### src/rtl/register_file_pkg.sv
// Definitions shared by the register file and its clients: default widths and
// the dump sequencer state encoding.
package register_file_pkg;

  localparam int DEFAULT_ADDRESS_WIDTH  = 6;
  localparam int DEFAULT_REGISTER_WIDTH = 16;

  typedef enum logic [1:0] {
    IDLE  = 2'd0,
    RUN   = 2'd1,
    DRAIN = 2'd2,
    DONE  = 2'd3
  } dump_state_t;

endpackage

### src/rtl/register_dump_sequencer_stream_output_register.sv
// Valid/ready holding register for one output beat.
// Once loaded, a beat stays unchanged until the consumer accepts it.
module stream_output_register #(
  parameter int DataWidth    = 16,
  parameter int AddressWidth = 6
) (
  input  logic                    Clock,
  input  logic                    Reset,
  input  logic                    Load,
  input  logic [DataWidth-1:0]    LoadData,
  input  logic [AddressWidth-1:0] LoadAddress,
  input  logic                    LoadLast,
  input  logic                    OutReady,
  output logic                    OutValid,
  output logic [DataWidth-1:0]    OutData,
  output logic [AddressWidth-1:0] OutAddress,
  output logic                    OutLast,
  output logic                    SlotFree
);

  assign SlotFree = !OutValid || OutReady;

  always_ff @(posedge Clock or posedge Reset) begin
    if (Reset) begin
      OutValid   <= 1'b0;
      OutData    <= '0;
      OutAddress <= '0;
      OutLast    <= 1'b0;
    end else if (Load) begin
      OutValid   <= 1'b1;
      OutData    <= LoadData;
      OutAddress <= LoadAddress;
      OutLast    <= LoadLast;
    end else if (OutReady) begin
      OutValid   <= 1'b0;
    end
  end

endmodule

### src/rtl/register_dump_sequencer.sv
// Walks a contiguous address range on the register file read port and
// streams each word out over valid/ready, with a Done pulse at the end.
//
// state | meaning
// IDLE  | waiting for Start
// RUN   | reading one word per free output slot
// DRAIN | last beat loaded, waiting for it to be accepted
// DONE  | dump finished; Done is raised on the following cycle
module register_dump_sequencer
  import register_file_pkg::*;
#(
  parameter int AddressWidth   = DEFAULT_ADDRESS_WIDTH,
  parameter int RegisterHeight = 1 << AddressWidth,
  parameter int RegisterWidth  = DEFAULT_REGISTER_WIDTH
) (
  input  logic                     Clock,
  input  logic                     Reset,
  input  logic                     Start,
  input  logic [AddressWidth-1:0]  StartAddress,
  input  logic [AddressWidth:0]    Count,
  output logic [AddressWidth-1:0]  ReadAddress,
  input  logic [RegisterWidth-1:0] ReadData,
  output logic                     OutValid,
  input  logic                     OutReady,
  output logic [RegisterWidth-1:0] OutData,
  output logic [AddressWidth-1:0]  OutAddress,
  output logic                     OutLast,
  output logic                     Busy,
  output logic                     Done
);

  localparam logic [AddressWidth-1:0] LastAddress = AddressWidth'(RegisterHeight - 1);
  localparam logic [AddressWidth:0]   OneWord     = (AddressWidth + 1)'(1);

  dump_state_t state, state_next;
  logic [AddressWidth:0]   remaining;
  logic [AddressWidth-1:0] address_next;
  logic slot_free;
  logic load_beat;
  logic latch_start;
  logic last_word;

  assign last_word    = (remaining == OneWord);
  assign address_next = (ReadAddress == LastAddress) ? '0 : ReadAddress + AddressWidth'(1);

  always_ff @(posedge Clock or posedge Reset) begin
    if (Reset) state <= IDLE;
    else       state <= state_next;
  end

  always_comb begin
    state_next = state;
    case (state)
      IDLE:    if (Start) state_next = (Count == '0) ? DONE : RUN;
      RUN:     if (slot_free && last_word) state_next = DRAIN;
      DRAIN:   if (OutReady) state_next = DONE;
      DONE:    state_next = IDLE;
      default: state_next = IDLE;
    endcase
  end

  always_comb begin
    Busy        = (state != IDLE);
    latch_start = (state == IDLE) && Start;
    load_beat   = (state == RUN) && slot_free;
  end

  always_ff @(posedge Clock or posedge Reset) begin
    if (Reset) begin
      ReadAddress <= '0;
      remaining   <= '0;
    end else if (latch_start) begin
      ReadAddress <= StartAddress;
      remaining   <= Count;
    end else if (load_beat) begin
      ReadAddress <= address_next;
      remaining   <= remaining - OneWord;
    end
  end

  // Registered so the pulse lands in the cycle after DONE, while already back in IDLE.
  always_ff @(posedge Clock or posedge Reset) begin
    if (Reset) Done <= 1'b0;
    else       Done <= (state == DONE);
  end

  stream_output_register #(
    .DataWidth   (RegisterWidth),
    .AddressWidth(AddressWidth)
  ) output_slot (
    .Clock      (Clock),
    .Reset      (Reset),
    .Load       (load_beat),
    .LoadData   (ReadData),
    .LoadAddress(ReadAddress),
    .LoadLast   (last_word),
    .OutReady   (OutReady),
    .OutValid   (OutValid),
    .OutData    (OutData),
    .OutAddress (OutAddress),
    .OutLast    (OutLast),
    .SlotFree   (slot_free)
  );

endmodule

### config.mk
export PLATFORM = sky130hd
export DESIGN_NAME = register_dump_sequencer
export DESIGN_NICKNAME = d
export VERILOG_FILES = /design/src/rtl/register_file_pkg.sv /design/src/rtl/register_dump_sequencer_stream_output_register.sv /design/src/rtl/register_dump_sequencer.sv
export SDC_FILE = /design/constraint.sdc
export NUM_CORES = 1
export LEC_CHECK = 0
export CAP_MARGIN = 10
export CORE_MARGIN = 2
export CORE_UTILIZATION = 49
export CTS_CLUSTER_DIAMETER = 60
export DETAILED_ROUTE_END_ITERATION = 8
export PLACE_DENSITY = 0.85
export SLEW_MARGIN = 20
export SYNTH_ARGS = -nofsm -noshare
export SYNTH_HDL_FRONTEND = slang
export SYNTH_HIERARCHICAL = 1
export SYNTH_SLANG_ARGS = --single-unit
export TNS_END_PERCENT = 30
### constraint.sdc
create_clock -name Clock -period 2.85 [get_ports Clock]
set_input_delay 0.7125 -clock Clock [delete_from_list [all_inputs] [get_ports Clock]]
set_output_delay 0.7125 -clock Clock [all_outputs]
set_load 0.02 [all_outputs]
=== After elaboration in Yosys (flattened, before gate mapping) ===
Index checks and enable logic that the tools add are counted.

* Input port bits: 33
* Register bits: 40
* Word-level logic and storage cells: 41
* Output and inout bits: 32

* Eq/ne operators: 8
* Mux-type cells: 12
* Add/sub/neg operators: 2
* Reduce and logical (&&, ||, !) cells: 11

{| class="wikitable"
|+ Operator list
! operator !! number
|-
| $mux W6 || 3
|-
| $mux W7 || 2
|-
| $mux W2 || 4
|-
| $pmux W2 S4 || 1
|-
| $eq A7 B1 Y1 const B || 1
|-
| $logic_not A7 Y1 || 1
|-
| $sub A7 B1 Y7 const B || 1
|-
| $add A6 B1 Y6 const B || 1
|-
| $eq A6 B6 Y1 const B || 1
|-
| $ne A2 B2 Y1 const B || 3
|-
| $reduce_bool A2 Y1 || 3
|-
| $eq A2 B2 Y1 const B || 2
|-
| $logic_and A1 B1 Y1 || 3
|-
| $reduce_and A3 Y1 || 1
|-
| $eq A2 B1 Y1 const B || 1
|-
| $logic_not A2 Y1 || 1
|-
| $mux W1 || 2
|-
| $logic_not A1 Y1 || 1
|-
| $logic_or A1 B1 Y1 || 1
|}

=== Logic depth before layout (Yosys ltp) ===
Gate-level depths: netlist of the first run.

* Depth in word-level cells: 5
* Depth in mapped cells: 7
* Gate-level depth less buffers: 7

=== Hierarchy ===
The synthesis of the first run kept the hierarchy.

{| class="wikitable"
|+ By module, submodules not included
! module !! cells an instance !! instances !! area each (µm²) !! seq. area each (µm²)
|-
| stream_output_register || 53 || 1 || 998.5 || 600.6
|-
| register_dump_sequencer || 104 || 1 || 979.7 || 400.4
|}

=== Worst setup path after synthesis of the first run ===
OpenSTA, ideal clock, no wires.

* Path kind: input port to flip-flop
* From: input OutReady
* To: register output_slot.OutAddress[5]
* Required time: 2,725 ps
* Path slack: 951 ps
* Data arrival time: 1,774 ps
* Library setup time: 125 ps
* Buffers on the path: 2
* Stages: 6
* Cells stage by stage: nand2b_1 > nand2_2 > clkinv_2 > buf_6 > buf_12 > mux2_4

* Longest elaborated chain between the ends: 2

{| class="wikitable"
|+ RTL lines
! item !! RTL line !! RTL
|-
| start: declaration || register_dump_sequencer.sv:24 || <nowiki>input logic OutReady,</nowiki>
|-
| $logic_or A1 B1 Y1 || register_dump_sequencer_stream_output_register.sv:21 || <nowiki>assign SlotFree = !OutValid || OutReady;</nowiki>
|-
| $logic_and A1 B1 Y1 || register_dump_sequencer.sv:65 || <nowiki>load_beat = (state == RUN) && slot_free;</nowiki>
|-
| net load_beat || register_dump_sequencer.sv:39 || <nowiki>logic load_beat;</nowiki>
|-
| end signal: assignment || register_dump_sequencer_stream_output_register.sv:32 || <nowiki>OutAddress <= LoadAddress;</nowiki>
|-
| end: declaration || register_dump_sequencer_stream_output_register.sv:16 || <nowiki>output logic [AddressWidth-1:0] OutAddress,</nowiki>
|}

The timed path passes the listed nets, and every way through them passes these cells.
A chain may end at the register's enable or synchronous reset.

=== Worst setup path after layout of the first run ===
* From: register state[0]
* To: output Busy

* Longest elaborated chain between the ends: 1

{| class="wikitable"
|+ RTL lines
! item !! RTL line !! RTL
|-
| start: declaration || register_dump_sequencer.sv:35 || <nowiki>dump_state_t state, state_next;</nowiki>
|-
| start signal: assignment || register_dump_sequencer.sv:48 || <nowiki>else state <= state_next;</nowiki>
|-
| $reduce_bool A2 Y1 || register_dump_sequencer.sv:63 || <nowiki>Busy = (state != IDLE);</nowiki>
|-
| end: declaration || register_dump_sequencer.sv:28 || <nowiki>output logic Busy,</nowiki>
|}

Every way passes these cells.

==> results of run 1 <==
final cells by class:
cell class	count	area share, %
Clock buffer	6	2.63
Multi-Input combinational cell	103	32.0
Sequential cell	40	36.3
Inverter	9	1.27
Clock inverter	2	1.27
Tap cell	50	2.27
Timing Repair Buffer	66	24.2
placed cells by master (no fill, tap or decap), types with 4 or more instances in the layout:
cell / instances
a21oi_1: 15
clkbuf_8: 5
clkdlybuf4s50_1: 64
dfrtp_1: 40
ha_1: 8
inv_1: 8
mux2_2: 4
mux2_4: 19
nand2_1: 4
nor2_1: 15
xnor2_1: 5
final timing paths:
kind	from	end	slack (ps)
max in group asynchronous	Reset	ReadAddress[2]	1630
min in group asynchronous	Reset	output_slot/OutValid	620
max	state[0]	Busy	440
min reg2reg	output_slot/OutAddress[2]	output_slot/OutAddress[2]	510
max reg2reg	state[1]	output_slot/OutAddress[3]	1130
min	output_slot/OutAddress[2]	output_slot/OutAddress[2]	510
per-stage QoR:
| stage | setup WS [ps] | instance area (um2) | total power, mW | hold slack (ps) | utilization, % |
|---|---|---|---|---|---|
| final | 444 | 2760 | 3.36 | 513 | 69.9 |
| after global routing | 375 | 2760 | 3.59 | 536 | 69.9 |
| after CTS | 427 | 2760 | 3.40 | 514 | 69.9 |
| after detailed placement | 433 | 2650 | 2.94 | 498 | 67.2 |
| after global placement | 462 | 2650 | 2.87 | 492 | 67.2 |
| after floorplan | 951 | 1980 | 2.30 | 512 | - |
routing by layer:
metal	routed length, um	track usage (%)
met5	0	0
met3	291	6.17
met1	1680	22.8
met2	2010	32.8
met4	0	5.36
cell usage after synthesis (all sizes together):
library cell   n  area share (%)
a21oi         15             3.8
a311oi         1            0.44
a31oi          3            0.95
and3           1            0.32
buf            3             2.6
clkbuf         2            0.38
clkinv         1            0.25
dfrtp         40              51
ha             8             5.1
inv            8             1.5
mux2          23              17
mux2i          3             1.5
nand2          5             1.1
nand2b         2            0.63
nand3          2            0.51
nand4          1            0.32
nand4bb        1            0.57
nor2          15             2.8
nor2b          1            0.32
nor3           3             1.0
nor4           3             1.7
nor4b          1            0.44
o21ai          2            0.51
o221ai         1            0.76
o31ai          1            0.38
or3            2            0.89
or4            1            0.38
xnor2          5             2.2
xor2           3             1.3
flip-flops by register name (all words and copies together) (netlist names):
signal                  count
output_slot/OutAddress      6
ReadAddress                 6
remaining                   7
Done                        1
output_slot/OutLast         1
output_slot/OutValid        1
state                       2
output_slot/OutData        16
power groups by stage:
| stage | registers (mW) | clock network [mW] | logic, mW |
|---|---|---|---|
| after detailed placement | 1.11 | 0 | 1.82 |
| after global placement | 1.10 | 0 | 1.77 |
| after CTS | 1.10 | 0.458 | 1.84 |
| after global routing | 1.14 | 0.484 | 1.96 |
| final | 1.10 | 0.447 | 1.81 |
| after floorplan | 1.34 | 0 | 0.964 |
critical path, cell delays in order, from the launching register on:
cell             delay (ps)
dfrtp_1                 390
inv_1                   100
ha_1                    220
inv_1                   100
clkdlybuf4s50_1         610
cell families after synthesis:
logic type / synth area share [%]
flops: 50.6
xor+xnor: 3.54
mux: 18.2
fa+ha+maj: 5.06
compound gates: 6.83
buf+inv: 4.74
simple gates: 11.0
==> flow_summary.ini, run 1 <==
[outcome]
status = finished clean

[timing]
finalHoldViolCount = 0
final.setup_skew_ps = 2.72
fin_crit_ps = 2410
tns_ps = 0
max_freq_mhz = 416
fin_crit_sh_pct = 84.4
slew-limit-headroom_pct = 48.6
rsz0062_at_grt = false
drv_slew = 0
tightest_slew_ps = 770
setup_viol = 0

[worst_setup_path]
worstSetupEndpointType = output pin
startpoint_type = register
reg2reg_depth = 6
crit_type = register to output pin
arrival_ps = 1690
path_max_fanout = 4
worstPathRequired_ps = 2140

[logic_synthesis]
synth_warnings = 6
synthCells = 157
ys_seq_area_share_pct = 50.6
synth_seq_cells = 40
ys_types = 36
avgSynthCellArea_um2 = 12.6
synth_area_um2 = 1980
syn-num-nets = 198

[clocking]
htreeDepth = 2
numCtsBuffers = 5
cts_tree = yes
root_buffer = clkbuf_8
ctsHoldBuffers = 0
numClockSinks = 40
post_cts_resized = 0
post_cts_buffers = 0
clk_pin_slew_ps = 70
clk_path_buf_depth = 2
clkLatencyLatePin_ps = 290

[cells_and_area]
final_nets = 266
regArea_um2 = 1000
final_cell_count_no_fill = 276
areaGrowthSynthToFinish_pct = 39.4
layout-drive-gt1-share_pct = 16.8
diodes = 0
fillers = 280
multi_input_area_um2 = 883

[routing]
wl_mm = 3.99
drc = 0
wire_per_inst_um = 14.4
vias_per_cell = 5.01
first_pass_iters = 4
dr_total_vias = 1384
postRouteAntennaNets = 0
first_iter_violations = 50

[die]
die_w_um = 67.5
pin_count = 65
num_rows = 23
initial_core_util_pct = 50.2
dieArea_um2 = 4560
core-area_um2 = 3940
die_y_um = 67.5

[grt]
grt_pass1_wl_mm = 6.43
grt_pass1_vias = 1422
antenna_found_initial = 0
grt.total_usage_pct = 19.1
overflow = 0
grt_max_degree = 27

[worst_hold_path]
holdCritPathClass = register to register
min_path_cells = 1

[power_and_ir_drop]
pwr-share-clk_pct = 13.3
pwr-share-seq_pct = 32.8
internal-power_mw = 2.10
p_leak_nw = 1.18
p_per_area_nw_per_um2 = 1220
switching_share_pct = 37.6
switchingPower_mw = 1.26
combPwrFrac_pct = 53.9
irDropWorstVdd_mv = 0.567

[place]
io_buffers = 64
placedCellCount = 268
place_hpwl_mm = 2.99
gp_congestion = 0.751

[run]
max_cap_violations = 0
No activity file was read; power rests on OpenSTA's default activity.
==> run 2: changes to the inputs <==
Settings changed: CORE_UTILIZATION 49 to 46, PLACE_DENSITY 0.85 to 0.8.
Clock period 2.85 ns to 2.25 ns, I/O delays scaled along.
==> run 2 against run 1 <==
  * Clock power grew 30%
  * Combinational power is 29% higher
  * Non-clock buffer count is 4 higher
  * Design area grew 1.0%
  * Via count is 5.2% higher
==> flow_summary.ini, run 2 (synthesis gave the netlist of run 1 again) <==
[outcome]
status = finished clean

[cells_and_area]
largest_reg_flops = 16
final_common_cell = clkdlybuf4s50_1
largest-register = output_slot/OutData
largestRegisters = output_slot/OutData: 16 flops, remaining: 7 flops
diodes = 0
areaGrowthSynthToFinish_pct = 40.9
final_cell_mix = 63 x clkdlybuf4s50_1, 40 x dfrtp_1, 19 x mux2_4, 15 x nor2_1, 15 x a21oi_1
layout-drive-gt1-share_pct = 18.3
final_nets = 270
fin_area_um2 = 2790

[routing]
routed.top_layer = met4
drc = 0
postRouteAntennaNets = 0
met3_length_um = 312
dr_wl_met2_mm = 1.67
wire_per_inst_um = 14.3
vias_per_cell = 5.20
drt-met1-wl_mm = 1.94
first_iter_violations = 90
wl_mm = 3.99
first_pass_iters = 4
dr_total_vias = 1456

[timing]
tns_ps = 0
slew-limit-headroom_pct = 59.2
tightest_slew_ps = 611
fin_crit_ps = 2000
setup_viol = 0
fin_crit_sh_pct = 88.8
drv_slew = 0
max_freq_mhz = 500
rsz0062_at_grt = false
fin_ws_ps = 252
finalHoldViolCount = 0
final.setup_skew_ps = 12.0

[grt]
overflow = 0
grt.total_usage_pct = 17.8
grt_max_degree = 27
grt_pass1_wl_mm = 6.89
antenna_found_initial = 0
grt_pass1_vias = 1396

[clocking]
clkLatencyLatePin_ps = 290
numClockSinks = 40
clk_pin_slew_ps = 80
root_buffer = clkbuf_8
htreeDepth = 2
ctsHoldBuffers = 0
cts_tree = yes
numCtsBuffers = 5
clk_path_buf_depth = 2

[worst_setup_path]
slowest_stage = clkdlybuf4s50_1
crit_type = register to output pin
worstPathRequired_ps = 1690
crit_chain = clkdlybuf4s50_1
path_max_fanout = 8
slowest_delay_ps = 650
worstSetupEndpointType = output pin
startpoint_type = register
crit_family = buffers and inverters
arrival_ps = 1440
worst-path-buf-inv = 1

[place]
placed_cell_area_um2 = 2680
place_hpwl_mm = 2.88
place_ws_ps = 119
gp_congestion = 0.747
io_buffers = 64

[power_and_ir_drop]
p_leak_nw = 1.20
irDropWorstVdd_mv = 0.751
p_per_area_nw_per_um2 = 1550

[die]
die_y_um = 69.6
pin_count = 65
num_rows = 23
dieArea_um2 = 4840
initial_core_util_pct = 48.8
die_w_um = 69.6
core-area_um2 = 4060

[worst_hold_path]
holdCritPathClass = register to register

[run]
max_cap_violations = 0
[run 2: cell count changes in the layout (fill, tap and decap cells not counted), sizes merged]
cell / previous run / this run
buf: 2 / 6
clkdlybuf4s50: 64 / 63
dlygate4sd2: 0 / 1
[run 2: power breakdown]
part | leakage, nW | internal (mW) | switching (mW) | total (mW)
clock | 0.0552 | 0.329 | 0.250 | 0.579
sequential | 0.466 | 1.09 | 0.307 | 1.39
combinational | 0.676 | 1.27 | 1.07 | 2.34
total | 1.20 | 2.69 | 1.63 | 4.31
[run 2: through the flow]
stage,util (%),std cells,hold slack (ps),total power [mW]
after floorplan,-,157,476,2.91
after global placement,66.1,272,490,3.69
after detailed placement,66.1,272,494,3.75
after CTS,68.7,280,511,4.34
after global routing,68.7,280,529,4.59
final,68.7,280,508,4.31
[run 2: layer usage]
metal / track usage (%) / vias up
met1: 25.9 / 691
met2: 25.1 / 67
met5: 0 / -
met4: 7.19 / 0
li1: - / 689
met3: 4.94 / 9
[run 2: worst paths after layout]
kind / startpoint / to / slack [ps] / cells after the start
max: ReadAddress[0] / ReadAddress[0] / 250 / 1
min: output_slot/OutData[10] / output_slot/OutData[10] / 510 / 1
max reg2reg: state[1] / ReadAddress[5] / 560 / 5
min reg2reg: output_slot/OutData[10] / output_slot/OutData[10] / 510 / 1
max in group asynchronous: Reset / ReadAddress[5] / 1190 / 2
min in group asynchronous: Reset / output_slot/OutData[0] / 640 / 3
[run 2: area by class of cell]
cell class	count	area [um2]
Multi-Input combinational cell	103	883
Sequential cell	40	1000
Clock inverter	2	35.0
Clock buffer	6	72.6
Timing Repair Buffer	70	697
Tap cell	50	62.6
Fill cell	322	1270
Inverter	9	35.0
[run 2: timing repair]
item | 4_1_cts | 5_1_grt
gates resized for setup | 1 | 0
setup endpoints to repair | 1 | 0
endpoints found under the hold margin | 0 | 0
setup buffers | 0 | 0
==> RTL change 1: new RTL, config.mk and constraints of run 2 <==
Encoding of `dump_state_t`: now one-hot (4 bits for 4 states).
--- a/src/rtl/register_file_pkg.sv
+++ b/src/rtl/register_file_pkg.sv
@@ -7,7 +7,7 @@
 
-  typedef enum logic [1:0] {
-    IDLE  = 2'd0,
-    RUN   = 2'd1,
-    DRAIN = 2'd2,
-    DONE  = 2'd3
+  typedef enum logic [3:0] {
+    IDLE  = 4'b0001,
+    RUN   = 4'b0010,
+    DRAIN = 4'b0100,
+    DONE  = 4'b1000
   } dump_state_t;
Check against the original RTL: no difference found for any inputs over 10 cycles, from zero or initial values and one cycle with Reset high; not proved beyond that.
==> RTL change 1 against run 2 <==
  * Critical path type unchanged
  * Register-to-register slack got worse by 200 ps
  * Global-route usage rose by 2.7 points
  * Routed wire length rose by 20%
  * Setup slack got worse by 130 ps
  * Sequential cell count rose by 2
  * Cell area rose by 3.1%
  * Power fell by 6.3%
  * Area after synthesis rose by 3.7%
==> RTL change 1: results (changes against run 2) <==
kind of cell adding the most delay to the critical path flip-flops; met1 Use GR 27.1% (+1.2 points); M3 GR Usage 4.13% (-0.81 points); Layout fillers 350 (+8.7%); non-clk buf share 24.8% (-0.22 points); layout cells sized above 1 19.3% (+1.1 points); first-pass GRT wire length 7.99 mm (+16%); initial DRC count 71 (-21%); tap cells 52 (+4.0%); register area 1050 um^2 (+5.1%); final wirelength 4.80 mm (+20%); Hold Path End output_slot/OutData[5]$_DFFE_PP0P_; post-synthesis cell count 158 (+0.64%); CP max FO 7 (-1); grt met2 use 32.6% (+7.5 points); vias per inst 5.53 (+6.4%); met3 wire length 220 um (-29%); fmax 0.469 GHz (-6.2%); FF-to-FF Start state[2]$_DFFE_PP0P_; met2 WL post-DR 2.37 mm (+42%); Post-synth top cells dfrtp_1 (41), mux2_4 (19), nand2_1 (10), inv_1 (8); Pleak 1.22 nW (+2.0%); largest net degree at the start of global routing 25 (-7.4%); Max Clock Skew 7.38 ps (-4.60 ps); DR vias 1,577 (+8.3%); status complete, no violations; Peak supply drop 0.000689 V (-8.2%); Setup WS pre-CTS -30.2 ps (-149 ps); worst reg-to-reg setup slack 360 ps (-200 ps); CP peak stage delay 620 ps (-30 ps); synth top area cells dfrtp_1 (50%), mux2_4 (14%), mux2_2 (2.2%); area of the multi-input gates 897 um^2 (+1.6%); Final Instance Area 2870 um^2 (+3.1%); All-Layer GR Usage 20.5% (+2.7 points); #MultiIn Comb 102 (-0.97%); slowest stage cell, crit path dfstp_2; sequential area share after synthesis 51.3% (+0.68 points); CP startpoint state[0]$_DFFE_PP1P_; dpl cell area 2760 um^2 (+3.1%); post-synth cell types 50 (+39%); nets 268 (-0.74%); routability cong. 0.856 (+15%)
-- RTL change 1: cell count changes after synthesis, sizes merged, moves of 3 or more --
cell	delta
a21oi	-12
a221o	+4
ha	-5
nand2	+6
nor2	-12
o22ai	+3
xnor2	-5
-- RTL change 1: power breakdown --
group | internal [W] | switching [W]
clock network | 0.000331 | 0.000255
registers | 0.00110 | 0.000297
logic | 0.00112 | 0.000936
total | 0.00255 | 0.00149
-- RTL change 1: logic make-up (layout without fill, tap and decap cells) --
family / after synthesis / count (layout) / synth area share, %
flops: 42 / 42 / 51.3
simple gates: 44 / 44 / 13.8
mux: 24 / 24 / 16.6
compound gates: 29 / 29 / 10.6
xor+xnor: 2 / 2 / 0.854
fa+ha+maj: 3 / 3 / 1.83
buf+inv: 14 / 89 / 5.00
-- RTL change 1: timing repair --
action | in CTS | in global routing
gates resized for setup | 1 | 0
endpoints found under the hold margin | 0 | 0
endpoints found under the setup margin | 1 | 0
==> RTL change 2: new RTL, config.mk and constraints of run 2 <==
Without the edit above. Change the package constant `DEFAULT_ADDRESS_WIDTH` from 6 to 5.
--- a/src/rtl/register_file_pkg.sv
+++ b/src/rtl/register_file_pkg.sv
@@ -4,3 +4,3 @@
 
-  localparam int DEFAULT_ADDRESS_WIDTH  = 6;
+  localparam int DEFAULT_ADDRESS_WIDTH  = 5;
   localparam int DEFAULT_REGISTER_WIDTH = 16;
Ports: changed (resized Count, OutAddress, ReadAddress and StartAddress); port bits go from 65 to 61. The function was not compared with the original's and may differ.
==> RTL change 2 against run 2 <==
  * Cell area decreased by 8.4%
  * Critical path depth increased by 3
  * Sequential cell count decreased by 3
  * Setup slack got worse by 21 ps
  * Power decreased by 9.4%
  * Largest cell class unchanged
  * Area after synthesis decreased by 11%
  * Register-to-register slack got worse by 60 ps
  * Routed wire length decreased by 7.2%
==> RTL change 2: results (changes against run 2) <==
post-DP HPWL 2.82 mm (-1.8%); layout cells sized above 1 18.2% (-0.037 points); Mapped Nets 185 (-6.6%); Hold Path End output_slot/OutData[12]$_DFFE_PP0P_; hold path depth 1 (unchanged); Ys Warns 6 (unchanged); worst hold path class flop to flop; synth top area cells dfrtp_1 (53%), mux2_2 (14%), ha_1 (6.4%); number of global-route vias before repair 1,365 (-2.2%); DR vias 1,321 (-9.3%); final wirelength 3.71 mm (-7.2%); Setup WS pre-CTS 207 ps (+87.9 ps); CP peak stage delay 390 ps (-260 ps); post-synth cell types 30 (-17%); routability cong. 0.807 (+8.0%); FFs w/ async S/R, synth 100% (unchanged); Peak supply drop 0.000795 V (+5.9%); reg2reg path depth 6 (+1); Sw Ratio 37.5% (-0.17 points); setup_tns 0 ps (unchanged); hold wc startpoint output_slot/OutData[12]$_DFFE_PP0P_; Pleak 1.08 nW (-9.5%); Cells after DPL 254 (-6.6%); first-pass GRT wire length 6.09 mm (-12%); worst reg-to-reg setup slack 500 ps (-60 ps); n_diodes 0 (unchanged); Clock Latency Late Sink 290 ps (about the same); FF-to-FF Start ReadAddress[0]$_DFFE_PP0P_; status complete, no violations; sequential area share after synthesis 52.8% (+2.2 points); H-tree Lvls 2 (unchanged); reg2reg end ReadAddress[2]$_DFFE_PP0P_; Inserted Clock Buffers 5 (unchanged); Post-synth top cells dfrtp_1 (37), mux2_2 (22), nand2_1 (13), o21ai_0 (11); root buffer cell clkbuf_8; drt pass-1 iters 4 (unchanged); PortBufs 60 (-6.3%); All-Layer GR Usage 19.2% (+1.4 points); initial antenna violation count 0 (unchanged); Avg WL per Cell 14.1 um (-0.81%); Layout fillers 287 (-11%); Slew headroom 62.6% (+3.4 points); slowest stage cell, crit path dfrtp_1; CP max FO 4 (-4); hold_ws 511 ps (+3.05 ps); largest net degree at the start of global routing 26 (-3.7%); clock slew at reported path FFs 80 ps (about the same); initial DRC count 65 (-28%); largest registers output_slot/OutData (16), remaining (6); final hold violation count 0 (unchanged); syn avg cell area 12.1 um^2 (-4.0%); Clock Tree Buf Depth 2 (unchanged); Worst EP arrival 1460 ps (+20 ps); Max Clock Skew 10.1 ps (-1.91 ps)
==> RTL change 2: cell count changes in the layout (fill, tap and decap cells not counted), moves of 3 or more <==
cell and change:
nor2_1 -12, o21ai_0 +10, mux2_4 -19, nor3_1 +3
a21oi_1 -11, clkdlybuf4s50_1 -4, dfrtp_1 -3, nand2_1 +9
mux2_2 +18
==> RTL change 2: worst max-delay path by stage <==
stage / to / start / slack, ps
final: Busy / state[0]$_DFFE_PP0P_ / 230
after global placement: output_slot/OutData[4]$_DFFE_PP0P_ / OutReady / 220
after floorplan: ReadAddress[2]$_DFFE_PP0P_ / ReadAddress[0]$_DFFE_PP0P_ / 590
after detailed placement: remaining[3]$_DFFE_PP0P_ / OutReady / 210
after global routing: Busy / state[0]$_DFFE_PP0P_ / 140
after CTS: Busy / state[0]$_DFFE_PP0P_ / 220
==> RTL change 2: what timing repair did <==
item                                   4_1_cts  5_1_grt
endpoints found under the hold margin        0        0
buffers inserted                             0        0
gates resized for setup                      1        0
setup endpoints to repair                    1        0
hold buffers                                 0        0
==> RTL change 2: cells by family (layout without fill, tap and decap cells) <==
kind of cell    after synthesis  after routing  synth area share (%)
buf+inv                      14             83                  3.92
flops                        37             37                  52.8
fa+ha+maj                     9              9                  6.42
xor+xnor                      5              5                  2.50
mux                          25             25                  15.8
simple gates                 34             34                  10.8
compound gates               21             21                  7.70
==> RTL change 2: final cells by class <==
cell class	instances	area, um^2	area share, %
sequential	37	926	36.3
multi-input combinational	94	759	29.8
inverter	9	33.8	1.32
clock inverter	1	30.0	1.18
clock buffer	7	86.3	3.38
tap	48	60.1	2.35
timing repair buffer	66	657	25.7
==> RTL change 2: worst reg2reg max path, delay by kind of cell, from the launching register on <==
family,cells,cell delay (ps)
simple gates,2,520
fa+ha+maj,2,490
flops,1,460
compound gates,2,210
==> RTL change 2: power by group through the flow <==
stage               logic, W  registers (W)  clock network [W]
global placement     0.00203        0.00126                  0
CTS                  0.00207        0.00127           0.000608
finish               0.00205        0.00127           0.000590
floorplan           0.000947        0.00155                  0
global route         0.00222        0.00131           0.000637
detailed placement   0.00207        0.00128                  0
==> RTL change 2: metal layers <==
| metal | GRT usage [%] | up-vias | wire length, um |
|---|---|---|---|
| li1 | - | 643 | - |
| met1 | 20.9 | 637 | 1460 |
| met2 | 33.5 | 37 | 2010 |
| met3 | 7.71 | 4 | 210 |
| met4 | 7.03 | 0 | 34 |
| met5 | 0 | - | 0 |
==> RTL change 2: stage by stage <==
step | utilization (%) | cell area (um^2)
detailed placement | 66.6 | 2440
global placement | 66.6 | 2440
CTS | 69.7 | 2550
global route | 69.7 | 2550
floorplan | - | 1750
finish | 69.7 | 2550
